**src/rtl/spwm_speed_sequencer.sv**
```systemverilog
// Soft-start/soft-stop sequencer for one SPWM channel: ramps freq_adj one
// step per STEP_HOLD cycles toward target_sel, with latched emergency stop.
module spwm_speed_sequencer #(
  parameter int unsigned STEP_HOLD = 50000,
  parameter int unsigned HOLD_W    = 16
) (
  input  logic       clk,
  input  logic       rst,
  input  logic       start,
  input  logic [3:0] target_sel,
  input  logic       fault,
  output logic       en_out,
  output logic [3:0] freq_adj,
  output logic       busy,
  output logic       at_speed,
  output logic       fault_flag,
  output logic [1:0] state
);

  typedef enum logic [1:0] {
    IDLE = 2'd0,
    RAMP = 2'd1,
    RUN  = 2'd2,
    STOP = 2'd3
  } state_t;

  localparam logic [HOLD_W-1:0] HOLD_LAST = HOLD_W'(STEP_HOLD - 1);
  localparam logic [HOLD_W-1:0] HOLD_ONE  = HOLD_W'(1);

  state_t            state_q, state_n;
  logic [HOLD_W-1:0] hold_q, hold_n;
  logic [3:0]        freq_q, freq_n;
  logic              en_q, en_n;
  logic              flag_q, flag_n;
  logic              busy_q, at_speed_q;

  always_ff @(posedge clk) begin
    if (rst) begin
      state_q    <= IDLE;
      hold_q     <= '0;
      freq_q     <= 4'hF;
      en_q       <= 1'b0;
      flag_q     <= 1'b0;
      busy_q     <= 1'b0;
      at_speed_q <= 1'b0;
    end else begin
      state_q    <= state_n;
      hold_q     <= hold_n;
      freq_q     <= freq_n;
      en_q       <= en_n;
      flag_q     <= flag_n;
      busy_q     <= (state_n != IDLE);
      at_speed_q <= (state_n == RUN);
    end
  end

  // hold_n defaults to zero so every state change and every step clears it.
  always_comb begin
    state_n = state_q;
    hold_n  = '0;
    freq_n  = freq_q;
    en_n    = en_q;
    flag_n  = flag_q;
    if (fault) begin
      state_n = IDLE;
      en_n    = 1'b0;
      freq_n  = 4'hF;
      flag_n  = 1'b1;
    end else begin
      unique case (state_q)
        IDLE: begin
          en_n   = 1'b0;
          freq_n = 4'hF;
          if (!start) begin
            flag_n = 1'b0;
          end else if (!flag_q) begin
            state_n = RAMP;
            en_n    = 1'b1;
          end
        end
        RAMP: begin
          en_n = 1'b1;
          if (!start) begin
            state_n = STOP;
          end else if (freq_q == target_sel) begin
            state_n = RUN;
          end else if (hold_q == HOLD_LAST) begin
            freq_n = (freq_q > target_sel) ? freq_q - 4'd1 : freq_q + 4'd1;
          end else begin
            hold_n = hold_q + HOLD_ONE;
          end
        end
        RUN: begin
          en_n = 1'b1;
          if (!start) begin
            state_n = STOP;
          end else if (target_sel != freq_q) begin
            state_n = RAMP;
          end
        end
        STOP: begin
          en_n = 1'b1;
          if (start) begin
            state_n = RAMP;
          end else if (hold_q == HOLD_LAST) begin
            if (freq_q == 4'hF) begin
              state_n = IDLE;
              en_n    = 1'b0;
            end else begin
              freq_n = freq_q + 4'd1;
            end
          end else begin
            hold_n = hold_q + HOLD_ONE;
          end
        end
        default: state_n = IDLE;
      endcase
    end
  end

  assign en_out     = en_q;
  assign freq_adj   = freq_q;
  assign busy       = busy_q;
  assign at_speed   = at_speed_q;
  assign fault_flag = flag_q;
  assign state      = state_q;

endmodule

```
**config.mk**
```make
export PLATFORM = sky130hd
export DESIGN_NAME = spwm_speed_sequencer
export DESIGN_NICKNAME = d
export VERILOG_FILES = /design/src/rtl/spwm_speed_sequencer.sv
export SDC_FILE = /design/constraint.sdc
export NUM_CORES = 1
export LEC_CHECK = 0
export ABC_AREA = 1
export CORE_UTILIZATION = 39
export DETAILED_ROUTE_END_ITERATION = 10
export PLACE_DENSITY = 0.68
export SLEW_MARGIN = 25
export SYNTH_ARGS = -nofsm -noshare
export SYNTH_HDL_FRONTEND = slang
export SYNTH_SLANG_ARGS = --single-unit
```
**constraint.sdc**
```tcl
create_clock -name clk -period 2.65 [get_ports clk]
set_clock_uncertainty 0.05 [all_clocks]
set_input_delay 0.53 -clock clk [delete_from_list [all_inputs] [get_ports clk]]
set_output_delay 0.53 -clock clk [all_outputs]
set_load 0.1 [all_outputs]
```
* After elaboration in Yosys (flattened, before gate mapping) *
Cells that the tools add are included.

operators by class
  reductions and logical operators = 8
  equality and inequality tests = 15
  mux-type cells = 33
  $lt $le $gt $ge = 1
  $add $sub $neg = 3

operator list
  cell                   count
  $mux 16                4
  $pmux 16 s2            1
  $mux 4                 7
  $mux 2                 10
  $add 16x1->16 const B  1
  $eq 16x16->1 const B   1
  $ne 2x2->1 const B     6
  $pmux 4 s3             1
  $mux 1                 8
  $pmux 2 s4             1
  $reduce_and 7->1       1
  $eq 2x2->1 const B     3
  $add 4x1->4 const B    1
  $eq 4x4->1             1
  $eq 4x4->1 const B     1
  $gt 4x4->1             1
  $ne 4x4->1             1
  $reduce_bool 2->1      2
  $reduce_or 2->1        2
  $sub 4x1->4 const B    1
  $pmux 1 s3             1
  $reduce_bool 3->1      1
  $eq 2x1->1 const B     1
  $logic_not 2->1        1
  other kinds (2)        2

storage, ports and cells
  word-level logic and storage cells = 67
  output and inout bits = 10
  bits in registers = 26

* Longest topological paths before layout *
  depth in word-level cells = 7
  gate-level depth with buffers = 12
  mapped depth without buffers = 12

* Least setup slack after synthesis *
OpenSTA, ideal clock, no wires.

  path kind = flip-flop to flip-flop
  from = register freq_q[3], in the netlist freq_adj[3]
  to = register hold_q[6]
  required time = 2.527 ns
  stages on the path, launching flop included = 10
  arrival time = 2.218 ns
  setup slack = 0.309 ns
  library setup time = 0.073 ns
  path through = dfxtp_1 > ha_1 > nand2_1 > inv_2 > nand3_2 > nand2_1 > o22ai_2 > nand2_4 > buf_6 > nor3_2

on the way
  cells in the longest elaborated chain, start to end = 4

ends and longest elaborated chain
  item                    line  text
  start, declared         32    logic [3:0] freq_q, freq_n;
  start signal, assigned  49    freq_q <= freq_n;
  $eq 4x4->1              85    end else if (freq_q == target_sel) begin
  $mux 16                 85
  $mux 16                 83    if (!start) begin
  $pmux 16 s2             70    unique case (state_q)
  end signal, assigned    48    hold_q <= hold_n;
  end, declared           31    logic [HOLD_W-1:0] hold_q, hold_n;

No other way between the ends.
A chain may end at the register's enable or synchronous reset.

* Worst setup path in the final report *
  from = input target_sel[3]
  to = register hold_q[14]

on the way
  cells in the longest elaborated chain, start to end = 4

ends and longest elaborated chain
  item             line  text
  start, declared  10    input logic [3:0] target_sel,
  $eq 4x4->1       85
  $mux 16          85
  $mux 16          83
  $pmux 16 s2      70

No other way between the ends.

==> results.sh <==
export IMPL_cp_slowest_cell="clkdlybuf4s50_1"
export IMPL_crit_family="simple AND/OR/NAND/NOR gates"
export IMPL_die_area_um2=4638
export IMPL_antennaDiodeCount=0
export IMPL_yosysWarnings=0
export IMPL_grt_overflow_total=0
export IMPL_synth_cell_types=31
export IMPL_synth_top_cell_by_area="dfxtp_1"
export IMPL_antenna_found_initial=0
export IMPL_gp_congestion=0.8677
export IMPL_first_iter_violations=52
export IMPL_clk_pin_slew_worst_paths_ns=0.09
export IMPL_crit_arrival_ns=2.32
export IMPL_peakVddDrop_mv=0.3597
export IMPL_setup_violations=0
export IMPL_cts_hold_fix_buffers=0
export IMPL_yosysTopAreaCellShare_pct=30.54
export IMPL_crit_path_start_kind="input port"
export IMPL_cts_buffers_inserted=3
export IMPL_vias=1429
export IMPL_cts_buffer_depth=2
export IMPL_drv_cap=0
export IMPL_slew_headroom_pct=77.56
export IMPL_postSynthCellCount=243
export IMPL_synthTopCellsByCount="nand2_1, nor2_1, inv_1"
export IMPL_ys_top_cells_by_area="dfxtp_1, nand2_1, ha_1, nor2_1, inv_1"
export IMPL_drcViolationCount=0
export IMPL_routedWlPerCell_um=10.26
export IMPL_register_area_um2=520.5
export IMPL_wl_um=3190
export IMPL_path_buf_inv=3
export IMPL_rsz0062_at_grt="no"
export IMPL_grt_start_max_net_pins=16
export IMPL_multi_input_area_um2=1031
export IMPL_root_buffer="clkbuf_8"
export IMPL_insertion_delay_ns=0.27
export IMPL_worstPathCellList="clkdlybuf4s50_1, inv_1, ha_1, nand2_1, inv_2, nand3_2, nand2_1, o22ai_2, nand2_4, nor2_1, o21a_1"
export IMPL_finalCritPeriodShare_pct=81.10
export IMPL_fillers=429
export IMPL_synth_seq_cells=26
export IMPL_async_flop_share_pct=0
export IMPL_tns_ns=0
export IMPL_fp_dieW_um=68.10
export IMPL_syn_to_final_growth_pct=15.12
export IMPL_syn_mean_instance_area_um2=7.013
export IMPL_max_freq_mhz=465.3
export IMPL_path_common_cell="nand2_1"
export IMPL_worst_slew_pin_slew_ns=0.3356
export IMPL_fin_ws_ns=0.5007
export IMPL_h_tree_depth=1
export IMPL_cts_repair_resized=0
export IMPL_grt_pass1_vias=1316
export IMPL_track_usage_pct=15.79
export IMPL_critical_path_required_ns=2.82
export IMPL_cts_setup_buffers=0
export IMPL_cts_tree="done"
export IMPL_portBuffers=17
export IMPL_critPathMaxFanout=15
export IMPL_slew_viol_final=0
export IMPL_outcome="complete, no violations"
export IMPL_coreArea_um2=4086
export IMPL_hold_path_class="flip-flop to flip-flop"
export IMPL_final_nets=281
export IMPL_drive_gt1_share_pct=16.09
export IMPL_crit_type="input port to flip-flop"
export IMPL_yosysMostFrequentCell="nand2_1"
export IMPL_num_rows=23
export IMPL_synth_yosys_seq_area_share_pct=30.54
export IMPL_cp_slowest_stage_delay_ns=0.45
export IMPL_period_minus_slack_ns=2.149
export IMPL_pin_count=18
export IMPL_dpl_worst_slack_ns=0.2238
export IMPL_clkSinkCount=26
export IMPL_hpwl_um=2508
export IMPL_synth_ff_type="dfxtp_1"
export IMPL_vias_per_cell=4.595
export IMPL_power_leakage_uw=0.0008755
export IMPL_drt_pass1_iter_count=4
export IMPL_grt_first_pass_wirelength_um=5678
export IMPL_syn_cell_area_um2=1704
export IMPL_die_y_um=68.10
export IMPL_syn_nets=262
export IMPL_cp_end_kind="flip-flop"
export IMPL_power_density_nw_per_um2=480.9
export IMPL_synth_edf_count=0
export IMPL_ant_nets=0
export IMPL_hold_violations=0
export IMPL_holdWs_ns=0.4058
export IMPL_start_util_pct=41.70
-- kinds of logic after synthesis --
kind of cell | Yosys count | synth area share [%]
AOI/OAI and AO/OA | 22 | 8.150
xor gates and xnor gates | 9 | 4.625
DFF | 26 | 30.54
and+or+nand+nor | 137 | 39.65
adders and majority gates | 11 | 8.076
buffers and inverters | 38 | 8.957
-- path summary, 6_finish.rpt --
path,slack [ns],from,cells past startpoint,to
worst min-delay path,0.41,hold_q[0]$_SDFF_PP0_,1,hold_q[0]$_SDFF_PP0_
worst max register to register,0.74,freq_adj[2]$_SDFFE_PP1P_,9,hold_q[14]$_SDFF_PP0_
worst max-delay path,0.50,target_sel[3],11,hold_q[14]$_SDFF_PP0_
worst min register to register,0.41,hold_q[0]$_SDFF_PP0_,1,hold_q[0]$_SDFF_PP0_
-- cells in the final DEF, fill, tap and decap left out, drive strengths merged --
cell,netlist,routed
nand2,62,62
nor2,41,41
inv,35,35
dfxtp,26,26
nand3,24,24
a21oi,13,13
ha,11,11
buf,2,10
clkdlybuf4s50,0,7
xor2,5,5
nor3,5,5
o21ai,4,4
xnor2,4,4
o21a,3,3
clkbuf,1,3
nor3b,3,3
nand4,1,1
o22ai,1,1
o21bai,1,1
nand3b,1,1
bufinv,0,1
-- per-layer routing --
metal	share of wire, %	GRT usage [%]	vias to the layer above	wire length (µm)
li1	-	-	800	-
met1	51	20.98	605	1614
met2	44	24.63	17	1419
met3	2.6	3.667	7	83
met4	2.3	5.729	0	73
met5	0	0	-	0
-- sequential cells by signal (all words and copies together), names as in the netlist --
signal	cells
at_speed	1
busy	1
en_out	1
fault_flag	1
freq_adj	4
hold_q	16
state	2
-- power by group --
| group | internal [µW] | switching [µW] |
|---|---|---|
| registers | 400 | 12.5 |
| clock network | 202 | 120 |
| logic | 62.7 | 146 |
| total | 664 | 279 |
-- layout make-up --
| type | instances | share of cell area, % |
|---|---|---|
| Tap cell | 50 | 3.189 |
| Sequential cell | 26 | 26.53 |
| Clock buffer | 3 | 2.105 |
| Multi-Input combinational cell | 179 | 52.55 |
| Inverter | 35 | 6.696 |
| Clock inverter | 1 | 1.531 |
| Timing Repair Buffer | 17 | 7.398 |
-- per-stage QoR --
stage	power, µW	instances	util (%)	area [µm²]
floorplan	582.6	243	-	1704
global placement	628.4	307	46.26	1891
CTS	956.9	311	48.01	1962
detailed placement	630.7	307	46.26	1891
finish	943.4	311	48.01	1962
global route	990.7	311	48.01	1962
Power figures use the tool's default switching activity.
